`src/rtl/pipe_hazard_ctrl.sv`:
```
// Hazard/stall sequencer for the 5-stage pipeline: load-use stalls, ID branch flushes, mult/div freeze.
// Optional HAZ_PERF_EN adds saturating stall/flush/multi-cycle performance counters.
module pipe_hazard_ctrl #(
   parameter int MC_CYCLES = 4,
   parameter int CNT_W     = 4
) (
   input  logic       clk,
   input  logic       reset,
   input  logic [4:0] id_rs,
   input  logic [4:0] id_rt,
   input  logic       id_uses_rt,
   input  logic       ex_memread,
   input  logic [4:0] ex_rt,
   input  logic       br_taken,
   input  logic       jump,
   input  logic       mc_start,
   output logic       pc_hold,
   output logic       ifid_hold,
   output logic       ifid_flush,
   output logic       idex_bubble,
   output logic       idex_hold,
   output logic       exmem_bubble,
   output logic       busy
`ifdef HAZ_PERF_EN
   ,
   output logic [15:0] stall_cyc,
   output logic [15:0] flush_cnt,
   output logic [15:0] mc_cyc
`endif
);

   typedef enum logic [0:0] {RUN = 1'b0, MC_WAIT = 1'b1} state_t;

   state_t           state_q, state_d;
   logic [CNT_W-1:0] cnt_q, cnt_d;
   logic             load_use_s;

   // Load in EX targets a source register of the ID instruction; $0 is never a real dependency.
   assign load_use_s = ex_memread && (ex_rt != 5'd0) &&
                       ((ex_rt == id_rs) || (id_uses_rt && (ex_rt == id_rt)));

   // State and wait-counter registers.
   always_ff @(posedge clk or posedge reset) begin
      if (reset) begin
         state_q <= RUN;
         cnt_q   <= '0;
      end else begin
         state_q <= state_d;
         cnt_q   <= cnt_d;
      end
   end

   // Next state and Mealy control outputs; reset forces every control low.
   always_comb begin
      state_d      = state_q;
      cnt_d        = cnt_q;
      pc_hold      = 1'b0;
      ifid_hold    = 1'b0;
      ifid_flush   = 1'b0;
      idex_bubble  = 1'b0;
      idex_hold    = 1'b0;
      exmem_bubble = 1'b0;
      busy         = 1'b0;
      case (state_q)
         RUN: begin
            if (load_use_s) begin
               // Branch resolution waits: its operand is the load result.
               pc_hold     = 1'b1;
               ifid_hold   = 1'b1;
               idex_bubble = 1'b1;
            end else if (br_taken || jump) begin
               ifid_flush = 1'b1;
            end else begin
               ifid_flush = 1'b0;
            end
            if (mc_start && (MC_CYCLES > 1)) begin
               state_d = MC_WAIT;
               cnt_d   = CNT_W'(MC_CYCLES - 1);
            end else begin
               state_d = RUN;
            end
         end
         MC_WAIT: begin
            pc_hold      = 1'b1;
            ifid_hold    = 1'b1;
            idex_hold    = 1'b1;
            exmem_bubble = 1'b1;
            busy         = 1'b1;
            if (cnt_q <= CNT_W'(1)) begin
               state_d = RUN;
               cnt_d   = '0;
            end else begin
               cnt_d = cnt_q - CNT_W'(1);
            end
         end
         default: begin
            state_d = RUN;
            cnt_d   = '0;
         end
      endcase
      if (reset) begin
         pc_hold      = 1'b0;
         ifid_hold    = 1'b0;
         ifid_flush   = 1'b0;
         idex_bubble  = 1'b0;
         idex_hold    = 1'b0;
         exmem_bubble = 1'b0;
         busy         = 1'b0;
      end else begin
         busy = busy;
      end
   end

`ifdef HAZ_PERF_EN
   logic [15:0] stall_cyc_q, stall_cyc_d;
   logic [15:0] flush_cnt_q, flush_cnt_d;
   logic [15:0] mc_cyc_q, mc_cyc_d;

   // Saturating event counters; idex_bubble is only raised by a load-use stall.
   always_comb begin
      stall_cyc_d = stall_cyc_q;
      flush_cnt_d = flush_cnt_q;
      mc_cyc_d    = mc_cyc_q;
      if (idex_bubble && (stall_cyc_q != 16'hFFFF)) begin
         stall_cyc_d = stall_cyc_q + 16'd1;
      end else begin
         stall_cyc_d = stall_cyc_q;
      end
      if (ifid_flush && (flush_cnt_q != 16'hFFFF)) begin
         flush_cnt_d = flush_cnt_q + 16'd1;
      end else begin
         flush_cnt_d = flush_cnt_q;
      end
      if (busy && (mc_cyc_q != 16'hFFFF)) begin
         mc_cyc_d = mc_cyc_q + 16'd1;
      end else begin
         mc_cyc_d = mc_cyc_q;
      end
   end

   // Performance counter registers.
   always_ff @(posedge clk or posedge reset) begin
      if (reset) begin
         stall_cyc_q <= 16'd0;
         flush_cnt_q <= 16'd0;
         mc_cyc_q    <= 16'd0;
      end else begin
         stall_cyc_q <= stall_cyc_d;
         flush_cnt_q <= flush_cnt_d;
         mc_cyc_q    <= mc_cyc_d;
      end
   end

   assign stall_cyc = stall_cyc_q;
   assign flush_cnt = flush_cnt_q;
   assign mc_cyc    = mc_cyc_q;
`endif

endmodule

```
`config.mk`:
```
export PLATFORM = sky130hd
export DESIGN_NAME = pipe_hazard_ctrl
export DESIGN_NICKNAME = d
export VERILOG_FILES = /design/src/rtl/pipe_hazard_ctrl.sv
export SDC_FILE = /design/constraint.sdc
export NUM_CORES = 1
export LEC_CHECK = 0
export ABC_AREA = 1
export CAP_MARGIN = 20
export CORE_MARGIN = 2
export CORE_UTILIZATION = 37
export DETAILED_ROUTE_END_ITERATION = 8
export PLACE_DENSITY = 0.77
export SLEW_MARGIN = 0
export SYNTH_ARGS = -nofsm -noshare
export SYNTH_HDL_FRONTEND = slang
export SYNTH_SLANG_ARGS = --single-unit
```
`constraint.sdc`:
```
create_clock -name clk -period 1.5 [get_ports clk]
set_clock_uncertainty 0.15 [all_clocks]
set_input_delay 0.3 -clock clk [delete_from_list [all_inputs] [get_ports clk]]
set_output_delay 0.3 -clock clk [all_outputs]
set_load 0.05 [all_outputs]
```
==> metrics.md, run 1 <==
| Metric | Value |
|---|---|
| Met3 track demand over resource | `0.0696` |
| Horizontal extent of the die | `41.9 um` |
| Share of the clock period used by the worst path after layout | `1.10` |
| First-pass GRT wire length | `2700 um` |
| Type of the setup path with the least slack | `flop to output port` |
| Pwr per Cell Area | `1310 nW/um^2` |
| Top cells by area, synth | `dfrtp_1 (24%), nand2_1 (23%), inv_1 (13%)` |
| Overall power of the completed layout | `1.38 mW` |
| Starting utilization of the core area | `0.403` |
| First-pass detailed-route iteration total | `4` |
| CTS buffer count | `3` |
| Post-placement worst setup slack | `-0.639 ns` |
| Number of antenna violations at the first check in global routing | `0` |
| Flops & latches, synth | `5` |
| Routed length per placed instance | `11.2 um` |
| Maximum number of pins on one net before global-route repair | `6` |
| Final total negative setup slack | `-0.646 ns` |
| Maxcap violations | `0` |
| Fmax | `604 MHz` |
| Unrepaired setup endpoints after global routing | `true` |
| Full die area | `1750 sq um` |
| Endpoints failing setup | `7` |
| Fraction of final layout cells sized beyond drive strength 1 | `0.488` |
| Number of library cell types mapped by synthesis | `18` |
| Total instance count after detailed placement | `136` |
| DPL Wire Length | `1190 um` |
| Cell type with the highest aggregate area in the netlist | `dfrtp_1` |
| Syn Nets | `116` |
| Post-synth EDFFs | `0` |
| Asr flop ratio synth | `1.00` |
| GPL Wtd Cong | `0.768` |
| Final count of pins violating max slew | `0` |
| Vias in the first global route | `685` |
| Required time at the worst-slack endpoint | `1.05 ns` |
| Syn Inst Count | `92` |
| Tot GR Track Use | `0.204` |
| Number of failing hold endpoints at the final stage | `0` |
| Number of input and output port buffers inserted | `28` |
| CTS H-tree lvls | `1` |
| Nets@finish | `154` |
| Height of the chip | `41.9 um` |
| Core area | `1320 sq um` |
| Failing checks | `setup timing` |
| Layout Area Growth over Synthesis | `98.8%` |
| Slew Limit Headroom | `0.792` |
| Global routing usage on met1 | `0.205` |
| Maximum buffer depth of the clock tree | `2` |
| Global routing usage on met2 | `0.391` |
| Total leakage power | `0.552 nW` |
| Share of synthesized area occupied by flip-flops and latches | `0.236` |
| Via/cell ratio | `4.62` |
| Root buffer cell | `clkbuf_4` |
| Critical path data arrival time | `1.21 ns` |
| Final instance count without filler cells | `144` |
| Most common library cell in the layout ignoring fill and taps | `nand2_1` |
| Total detailed-routing wirelength | `1610 um` |
| Worst setup slack for register-to-register paths | `0.07 ns` |
| Clock sink total | `5` |
| End-of-flow core utilization | `0.801` |
| Violation count after the first detailed-route iteration | `14` |
| Clock insertion delay at the later pin of the skew report | `0.24 ns` |
| Antenna diode count | `0` |
| Final critical path time including I/O delays and setup | `1.66 ns` |
| Hold Path Class | `input port to asynchronous set/reset pin` |
| Highest-count cells in the layout ignoring fill and taps | `nand2_1 (24), buf_6 (11), inv_1 (9), inv_2 (9), nand2_2 (8)` |
| Worst Max-Slew Pin Slew | `0.311 ns` |
| Top cell type's share of synthesized area | `0.236` |
| Clock-pin slew on the worst setup and hold paths | `0.04 ns` |
| Largest vdd supply drop | `1.02 mV` |
| Post-route DRC | `0` |
| Clock tree from TritonCTS | `yes` |
| Peak fanout along the critical path | `5` |
| Critical Path Sink Type | `output port` |
| Post-synth top flop | `dfrtp_1` |
| Result of the run | `complete, but fails checks` |
| Grt ovf | `0` |
| Number of standard-cell rows in the floorplan | `13` |
| Via count of the routed design | `665` |
| Warnings, synthesis | `0` |
| Post-synthesis cell area | `531 sq um` |
| GRT Max-Usage Layer | `met2` |
| Avg Inst Size Synth | `5.77 sq um` |
| Category of the worst setup path launch point | `flop` |
| Worst setup margin | `-0.157 ns` |
| Boundary Pins | `29` |
| Antenna Nets Post-Route | `0` |
| Number of buffers added to fix hold violations after cts | `0` |
[metrics by stage]
stage | area, sq um | hold WS, ns
after floorplan | 598 | -0.0392
after global placement | 967 | 0.354
after detailed placement | 967 | 0.369
after CTS | 993 | 0.0792
after global routing | 1050 | 0.104
final | 1050 | 0.109
[what timing repair did]
item / 4_1_cts / 5_1_grt
endpoints found under the setup margin: 7 / 9
setup buffers: 2 / 2
pin swaps: 24 / 21
gates resized for setup: 85 / 21
[power by group]
part | leakage [nW] | internal [mW] | switching [mW]
Combinational | 0.475 | 0.465 | 0.526
Sequential | 0.0620 | 0.195 | 0.0428
Clock | 0.0150 | 0.100 | 0.0490
Total | 0.552 | 0.760 | 0.618
[sequential cells by signal, summed over array words and instances (netlist names)]
name	cells
cnt_q	4
state_q	1
[cells in the mapped netlist, types with 2 or more instances]
cell / count
nand2_1: 32
inv_1: 19
nor2_1: 7
dfrtp_1: 5
o21ai_0: 5
nand3_1: 4
buf_4: 3
inv_2: 3
ha_1: 2
o211ai_1: 2
o22ai_1: 2
xnor2_1: 2
[kinds of logic after synthesis]
kind of cell / count (synthesis) / share of synthesized area
buffers and inverters: 25 / 0.198
flip-flops: 5 / 0.236
AND/OR/NAND/NOR: 47 / 0.361
adder cells (fa/ha/maj): 2 / 0.0472
AO/OA/AOI/OAI: 10 / 0.108
XOR/XNOR: 3 / 0.0495
[area by class of cell]
| class | instances | area (sq um) |
|---|---|---|
| clock buffers | 4 | 26.3 |
| fillers | 94 | 263 |
| well taps | 15 | 18.8 |
| flip-flops and latches | 5 | 125 |
| multi-input cells | 62 | 375 |
| inverters | 22 | 100 |
| repair buffers | 36 | 409 |
[per-layer routing]
| layer | up-vias | part of all wire |
|---|---|---|
| li1 | 349 | - |
| met3 | 4 | 0.045 |
| met5 | - | 0 |
| met1 | 285 | 0.40 |
| met4 | 0 | 0.022 |
| met2 | 27 | 0.53 |
[final timing paths]
check                      cells after the start     start          to
max                                            4   state_q  ifid_flush
min                                            3     reset    cnt_q[3]
max reg2reg                                    5  cnt_q[0]    cnt_q[1]
min reg2reg                                    1  cnt_q[0]    cnt_q[0]
max in group asynchronous                      3     reset     state_q
min in group clk                               1  cnt_q[0]    cnt_q[0]
[critical path, stage by stage (launching register included)]
cell,delay (ns)
dfrtp_1,0.38
inv_2,0.12
o211ai_1,0.15
a21oi_4,0.17
buf_12,0.15
Note: power is estimated with default switching activity, not from simulation.
==> run 2, diff against run 1 <==
==> constraint.sdc (replaced) <==
create_clock -name clk -period 1.5 [get_ports clk]
set_clock_uncertainty 0.15 [all_clocks]
set_input_delay 0.15 -clock clk [delete_from_list [all_inputs] [get_ports clk]]
set_output_delay 0.15 -clock clk [all_outputs]
set_load 0.05 [all_outputs]
==> metrics.md, run 2 (same netlist as run 1, synthesis figures left out) <==
| Metric | Value |
|---|---|
| Post-DP Area | `913 sq um (-5.6%)` |
| Worst Max-Slew Pin Slew | `0.196 ns (-0.115 ns)` |
| Clock-pin slew on the worst setup and hold paths | `0.05 ns (about the same)` |
| Unrepaired setup endpoints after global routing | `true` |
| CTS buffer count | `3 (unchanged)` |
| Register cell area after layout | `125 sq um (unchanged)` |
| CTS H-tree lvls | `1 (unchanged)` |
| Critical path data arrival time | `1.20 ns (about the same)` |
| Violation count after the first detailed-route iteration | `17 (+3)` |
| Top layer reached by signal wires | `met4` |
| Clock sink total | `5 (unchanged)` |
| Final count of pins violating max slew | `0 (unchanged)` |
| Full die area | `1750 sq um (unchanged)` |
| Vias in the first global route | `635 (-7.3%)` |
| Result of the run | `complete, but fails checks` |
| Height of the chip | `41.9 um (unchanged)` |
| Post-route worst hold slack | `0.348 ns (+0.240 ns)` |
| Final critical path time including I/O delays and setup | `1.50 ns (-0.156 ns)` |
| Largest registers | `cnt_q (4), state_q (1)` |
| End-of-flow core utilization | `0.708 (-0.0921)` |
| Total instance count after detailed placement | `135 (-0.74%)` |
| Required time at the worst-slack endpoint | `1.20 ns (+0.15 ns)` |
| Pwr per Cell Area | `1370 nW/um^2 (+4.9%)` |
| Final instance count without filler cells | `142 (-1.4%)` |
| Share of the clock period used by the worst path after layout | `1.00 (-0.104)` |
| Final standard cell area without fillers | `933 sq um (-12%)` |
| First-pass detailed-route iteration total | `4 (unchanged)` |
| Root buffer cell | `clkbuf_4` |
| Metal1 wirelength | `593 um (-8.9%)` |
| Number of fill cells | `114 (+21%)` |
| Most common library cell in the layout ignoring fill and taps | `nand2_1` |
| Post-placement worst setup slack | `-0.298 ns (+0.341 ns)` |
| Total detailed-routing wirelength | `1480 um (-8.1%)` |
| Maximum buffer depth of the clock tree | `2 (unchanged)` |
| Critical Path Sink Type | `output port` |
| Endpoints failing setup | `1 (-6)` |
| Tot GR Track Use | `0.186 (-0.0183)` |
| Antenna Nets Post-Route | `0 (unchanged)` |
| Number of failing hold endpoints at the final stage | `0 (unchanged)` |
| First-pass GRT wire length | `2470 um (-8.4%)` |
| Failing checks | `setup timing` |
| WL met2 | `777 um (-8.8%)` |
| Antenna diode count | `0 (unchanged)` |
| Area of the multi-input gates | `334 sq um (-11%)` |
| Crit-path max cell delay | `0.39 ns (about the same)` |
| Fraction of final layout cells sized beyond drive strength 1 | `0.323 (-0.166)` |
| Starting utilization of the core area | `0.403 (unchanged)` |
| Fmax | `666 MHz (+10%)` |
| Total leakage power | `0.524 nW (-5.1%)` |
| Grt ovf | `0 (unchanged)` |
| Slew Limit Headroom | `0.869 (+0.0771)` |
| GPL Wtd Cong | `0.787 (+2.5%)` |
| Most flops, register | `cnt_q` |
| Clock tree from TritonCTS | `yes` |
| Horizontal extent of the die | `41.9 um (unchanged)` |
| Via count of the routed design | `669 (+0.60%)` |
| Number of input and output port buffers inserted | `28 (unchanged)` |
| Peak fanout along the critical path | `4 (-1)` |
| Routed length on met3 | `95 um (+30%)` |
| Via/cell ratio | `4.71 (+2.0%)` |
| Category of the worst setup path launch point | `flop` |
| Core area | `1320 sq um (unchanged)` |
| Hold Path Class | `flop to flop` |
| Type of the setup path with the least slack | `flop to output port` |
| Number of antenna violations at the first check in global routing | `0 (unchanged)` |
| Layout Area Growth over Synthesis | `75.9%` |
| CP Cell Sequence | `inv_2, o211ai_1, a21oi_2, buf_12` |
| Clock insertion delay at the later pin of the skew report | `0.27 ns (+0.03 ns)` |
| DPL Wire Length | `1130 um (-4.5%)` |
| Nets@finish | `152 (-1.3%)` |
| Maxcap violations | `0 (unchanged)` |
| Boundary Pins | `29 (unchanged)` |
| Maximum number of pins on one net before global-route repair | `6 (unchanged)` |
| Post-route DRC | `0 (unchanged)` |
| Routed length per placed instance | `10.4 um (-6.8%)` |
| Number of standard-cell rows in the floorplan | `13 (unchanged)` |
| Highest-count cells in the layout ignoring fill and taps | `nand2_1 (29), inv_1 (15), clkbuf_2 (10)` |
| Crit path max-delay cell type | `dfrtp_1` |
| Worst setup margin | `-0.000565 ns (+0.156 ns)` |
| Largest vdd supply drop | `0.987 mV (-3.0%)` |
| Flip-flop count of the largest register, all copies and words added | `4 (unchanged)` |
## run 2: path summary, 6_finish.rpt
| path | startpoint | to | slack [ns] | depth (start not counted) |
|---|---|---|---|---|
| min | cnt_q[0] | cnt_q[0] | 0.35 | 1 |
| max | state_q | ifid_flush | -0.0006 | 4 |
| min in group asynchronous | reset | cnt_q[2] | 0.38 | 4 |
| min reg2reg | cnt_q[0] | cnt_q[0] | 0.35 | 1 |
| max reg2reg | cnt_q[0] | cnt_q[1] | 0.11 | 5 |
| max in group asynchronous | reset | cnt_q[0] | 0.70 | 4 |
## run 2: timing repair
| action | CTS | global route |
|---|---|---|
| hold buffers | 0 | 1 |
| pin swaps | 12 | 13 |
| hold endpoints to repair | 0 | 5 |
| setup endpoints to repair | 4 | 6 |
| resized for setup | 27 | 24 |
| buffers inserted | 2 | 0 |
| gates cloned | 0 | 0 |
## run 2: routing by layer
layer | vias to the layer above | track usage
met5 | - | 0
met4 | 0 | 0.0774
met3 | 2 | 0.0522
met2 | 27 | 0.344
met1 | 294 | 0.193
li1 | 346 | -
## run 2: critical path, delay by kind of cell (launching register included)
family | cells | cell delay, ns
AO/OA/AOI/OAI | 2 | 0.29
buffers and inverters | 2 | 0.27
flip-flops | 1 | 0.39
## run 2: per-stage QoR
| stage | power [mW] | setup TNS (ns) |
|---|---|---|
| final | 1.28 | -0.000565 |
| after global routing | 1.36 | -0.0441 |
| after CTS | 1.25 | 0 |
| after detailed placement | 1.03 | -1.11 |
| after global placement | 1.01 | -1.03 |
| after floorplan | 0.712 | -0.126 |
## run 2: final cells by class
| type | instances | area share |
|---|---|---|
| inverters | 22 | 0.0885 |
| multi-input cells | 62 | 0.358 |
| repair buffers | 34 | 0.371 |
| flip-flops and latches | 5 | 0.134 |
| clock buffers | 4 | 0.0282 |
| well taps | 15 | 0.0201 |
## run 2: power by group
part / internal [mW] / switching (mW) / total, mW
registers: 0.194 / 0.0391 / 0.233
logic: 0.396 / 0.474 / 0.869
clock network: 0.102 / 0.0751 / 0.177
total: 0.692 / 0.588 / 1.28
==> run 3, diff against run 2 <==
--- a/config.mk
+++ b/config.mk
@@ -8,10 +8,10 @@
 export ABC_AREA = 1
 export CAP_MARGIN = 20
 export CORE_MARGIN = 2
-export CORE_UTILIZATION = 37
+export CORE_UTILIZATION = 30
 export DETAILED_ROUTE_END_ITERATION = 8
-export PLACE_DENSITY = 0.77
-export SLEW_MARGIN = 0
+export GPL_TIMING_DRIVEN = 0
+export SLEW_MARGIN = 20
 export SYNTH_ARGS = -nofsm -noshare
 export SYNTH_HDL_FRONTEND = slang
 export SYNTH_SLANG_ARGS = --single-unit
==> metrics.md, run 3 (same netlist as run 1, synthesis figures left out) <==
| Metric | Value |
|---|---|
| Result of the run | `complete, but fails checks` |
| Failing checks | `setup timing` |
| Vias in the first global route | `616 (-3.0%)` |
| Height of the chip | `46.1 um (+10%)` |
| Worst Hold Launch | `cnt_q[0]` |
| Required time at the worst-slack endpoint | `1.20 ns (about the same)` |
| Starting utilization of the core area | `0.314 (-0.0886)` |
| Endpoints failing setup | `1 (unchanged)` |
| Category of the worst setup path launch point | `flop` |
| Most common library cell in the layout ignoring fill and taps | `nand2_1` |
| Routed length per placed instance | `10.1 um (-3.4%)` |
| CTS H-tree lvls | `1 (unchanged)` |
| Largest registers | `cnt_q (4), state_q (1)` |
| Full die area | `2120 sq um (+21%)` |
| Fmax | `659 MHz (-1.1%)` |
| Number of failing hold endpoints at the final stage | `0 (unchanged)` |
| Antenna Nets Post-Route | `0 (unchanged)` |
| Worst setup slack for register-to-register paths | `0.09 ns (-0.02 ns)` |
| Final count of pins violating max slew | `0 (unchanged)` |
| Worst setup margin | `-0.0167 ns (-0.0161 ns)` |
| Clock-pin slew on the worst setup and hold paths | `0.04 ns (about the same)` |
| Unrepaired setup endpoints after global routing | `true` |
| Worst Hold Depth | `1 (unchanged)` |
| Hold Path Class | `flop to flop` |
| Root buffer cell | `clkbuf_4` |
| Slew Limit Headroom | `0.802 (-0.0673)` |
| Number of standard-cell rows in the floorplan | `15 (+2)` |
| Worst Max-Slew Pin Slew | `0.296 ns (+0.101 ns)` |
| GPL Wtd Cong | `0.746 (-5.3%)` |
| Clock sink total | `5 (unchanged)` |
| Total detailed-routing wirelength | `1480 um (unchanged)` |
| First-pass GRT wire length | `2300 um (-6.7%)` |
| Antenna diode count | `0 (unchanged)` |
| First-pass detailed-route iteration total | `4 (unchanged)` |
| Maximum buffer depth of the clock tree | `2 (unchanged)` |
| Number of antenna violations at the first check in global routing | `0 (unchanged)` |
| Layout Area Growth over Synthesis | `65.8%` |
| Tot GR Track Use | `0.153 (-0.0331)` |
| Via/cell ratio | `4.59 (-2.7%)` |
| Most flops, register | `cnt_q` |
| Launch point of the worst reg-to-reg path | `cnt_q[0]` |
| Grt ovf | `0 (unchanged)` |
| Number of input and output port buffers inserted | `28 (unchanged)` |
| CTS buffer count | `3 (unchanged)` |
| Flip-flop count of the largest register, all copies and words added | `4 (unchanged)` |
| Maxcap violations | `0 (unchanged)` |
| Final critical path time including I/O delays and setup | `1.52 ns (+0.0161 ns)` |
| Horizontal extent of the die | `46.1 um (+10%)` |
| RR Endpoint | `cnt_q[1]` |
| Nets@finish | `155 (+2.0%)` |
| Fraction of final layout cells sized beyond drive strength 1 | `0.400 (+0.0772)` |
| Share of the clock period used by the worst path after layout | `1.01 (+0.0108)` |
| Critical Path Sink Type | `output port` |
| CP Cell Sequence | `inv_2, o211ai_1, a21oi_4, buf_6` |
| Total leakage power | `0.517 nW (-1.2%)` |
| Violation count after the first detailed-route iteration | `12 (-5)` |
| Clock tree from TritonCTS | `yes` |
| Highest-count cells in the layout ignoring fill and taps | `nand2_1 (29), inv_1 (13), clkbuf_2 (10)` |
| Capture endpoint of the worst hold path | `cnt_q[0]` |
| Crit path max-delay cell type | `dfrtp_1` |
| Post-route worst hold slack | `0.377 ns (+0.0283 ns)` |
| Type of the setup path with the least slack | `flop to output port` |
| Boundary Pins | `29 (unchanged)` |
| Peak fanout along the critical path | `6 (+2)` |
| Post-placement worst setup slack | `-0.996 ns (-0.698 ns)` |
| Pwr per Cell Area | `1330 nW/um^2 (-3.3%)` |
| Reg2Reg Depth | `5 (unchanged)` |
| Post-route DRC | `0 (unchanged)` |
| Buf/Inv on CP | `2 (unchanged)` |
| DPL Wire Length | `1100 um (-2.4%)` |
| Clock insertion delay at the later pin of the skew report | `0.24 ns (-0.03 ns)` |
| Maximum number of pins on one net before global-route repair | `7 (+1)` |
| Cell family with most CP delay | `flip-flops` |
| Largest vdd supply drop | `0.976 mV (-1.2%)` |
| Crit-path max cell delay | `0.38 ns (about the same)` |
| Via count of the routed design | `674 (+0.75%)` |
| Critical path data arrival time | `1.22 ns (+0.02 ns)` |
| Core area | `1690 sq um (+28%)` |
## run 3: cell types whose count changed in the layout (fill, tap and decap cells not counted), sizes merged
cell	delta
dlygate4sd2	-1
buf	+6
clkdlybuf4s15	-3
clkbuf	+1
## run 3: worst max-delay path by stage
stage	endpoint	from	cells past startpoint	slack, ns
after floorplan	pc_hold	state_q	5	-0.13
after detailed placement	pc_hold	ex_rt[0]	11	-1.0
after global routing	ifid_flush	state_q	4	-0.10
final	ifid_flush	state_q	4	-0.02
after global placement	pc_hold	ex_rt[0]	11	-0.99
after CTS	pc_hold	state_q	6	-0.001
## run 3: per-stage QoR
stage	setup TNS, ns	power (mW)	utilization	std cells	instance area [sq um]
floorplan	-0.126	0.712	-	92	544
global placement	-4.86	0.911	0.501	137	846
detailed placement	-4.91	0.934	0.501	137	846
CTS	-0.00128	1.10	0.521	143	881
global route	-0.147	1.25	0.521	147	880
finish	-0.0167	1.17	0.521	147	880
## run 3: layer usage
metal  wire length [um]  track usage  up-vias  share of wire
met5                  0            0        -              0
met2                830        0.269       23           0.56
met4                  0       0.0514        0              0
met3                 97       0.0588        0          0.065
met1                554        0.165      297           0.37
li1                   -            -      354              -
## run 3: power breakdown
part | internal [mW] | total [mW] | switching [mW]
clock network | 0.100 | 0.155 | 0.0542
registers | 0.194 | 0.235 | 0.0404
logic | 0.310 | 0.777 | 0.467
## run 3: layout make-up
cell class / instances / area [sq um]
Buffer: 3 / 26.3
Clock buffer: 4 / 26.3
Fill cell: 187 / 810
Inverter: 22 / 82.6
Multi-Input combinational cell: 62 / 340
Sequential cell: 5 / 125
Tap cell: 17 / 21.3
Timing Repair Buffer: 34 / 258
## run 3: what timing repair did
item	4_1_cts	5_1_grt
pin swaps	11	16
cloned	0	0
hold endpoints to repair	0	5
setup endpoints to repair	7	9
setup buffers	2	3
hold buffers	0	1
resized for setup	75	36
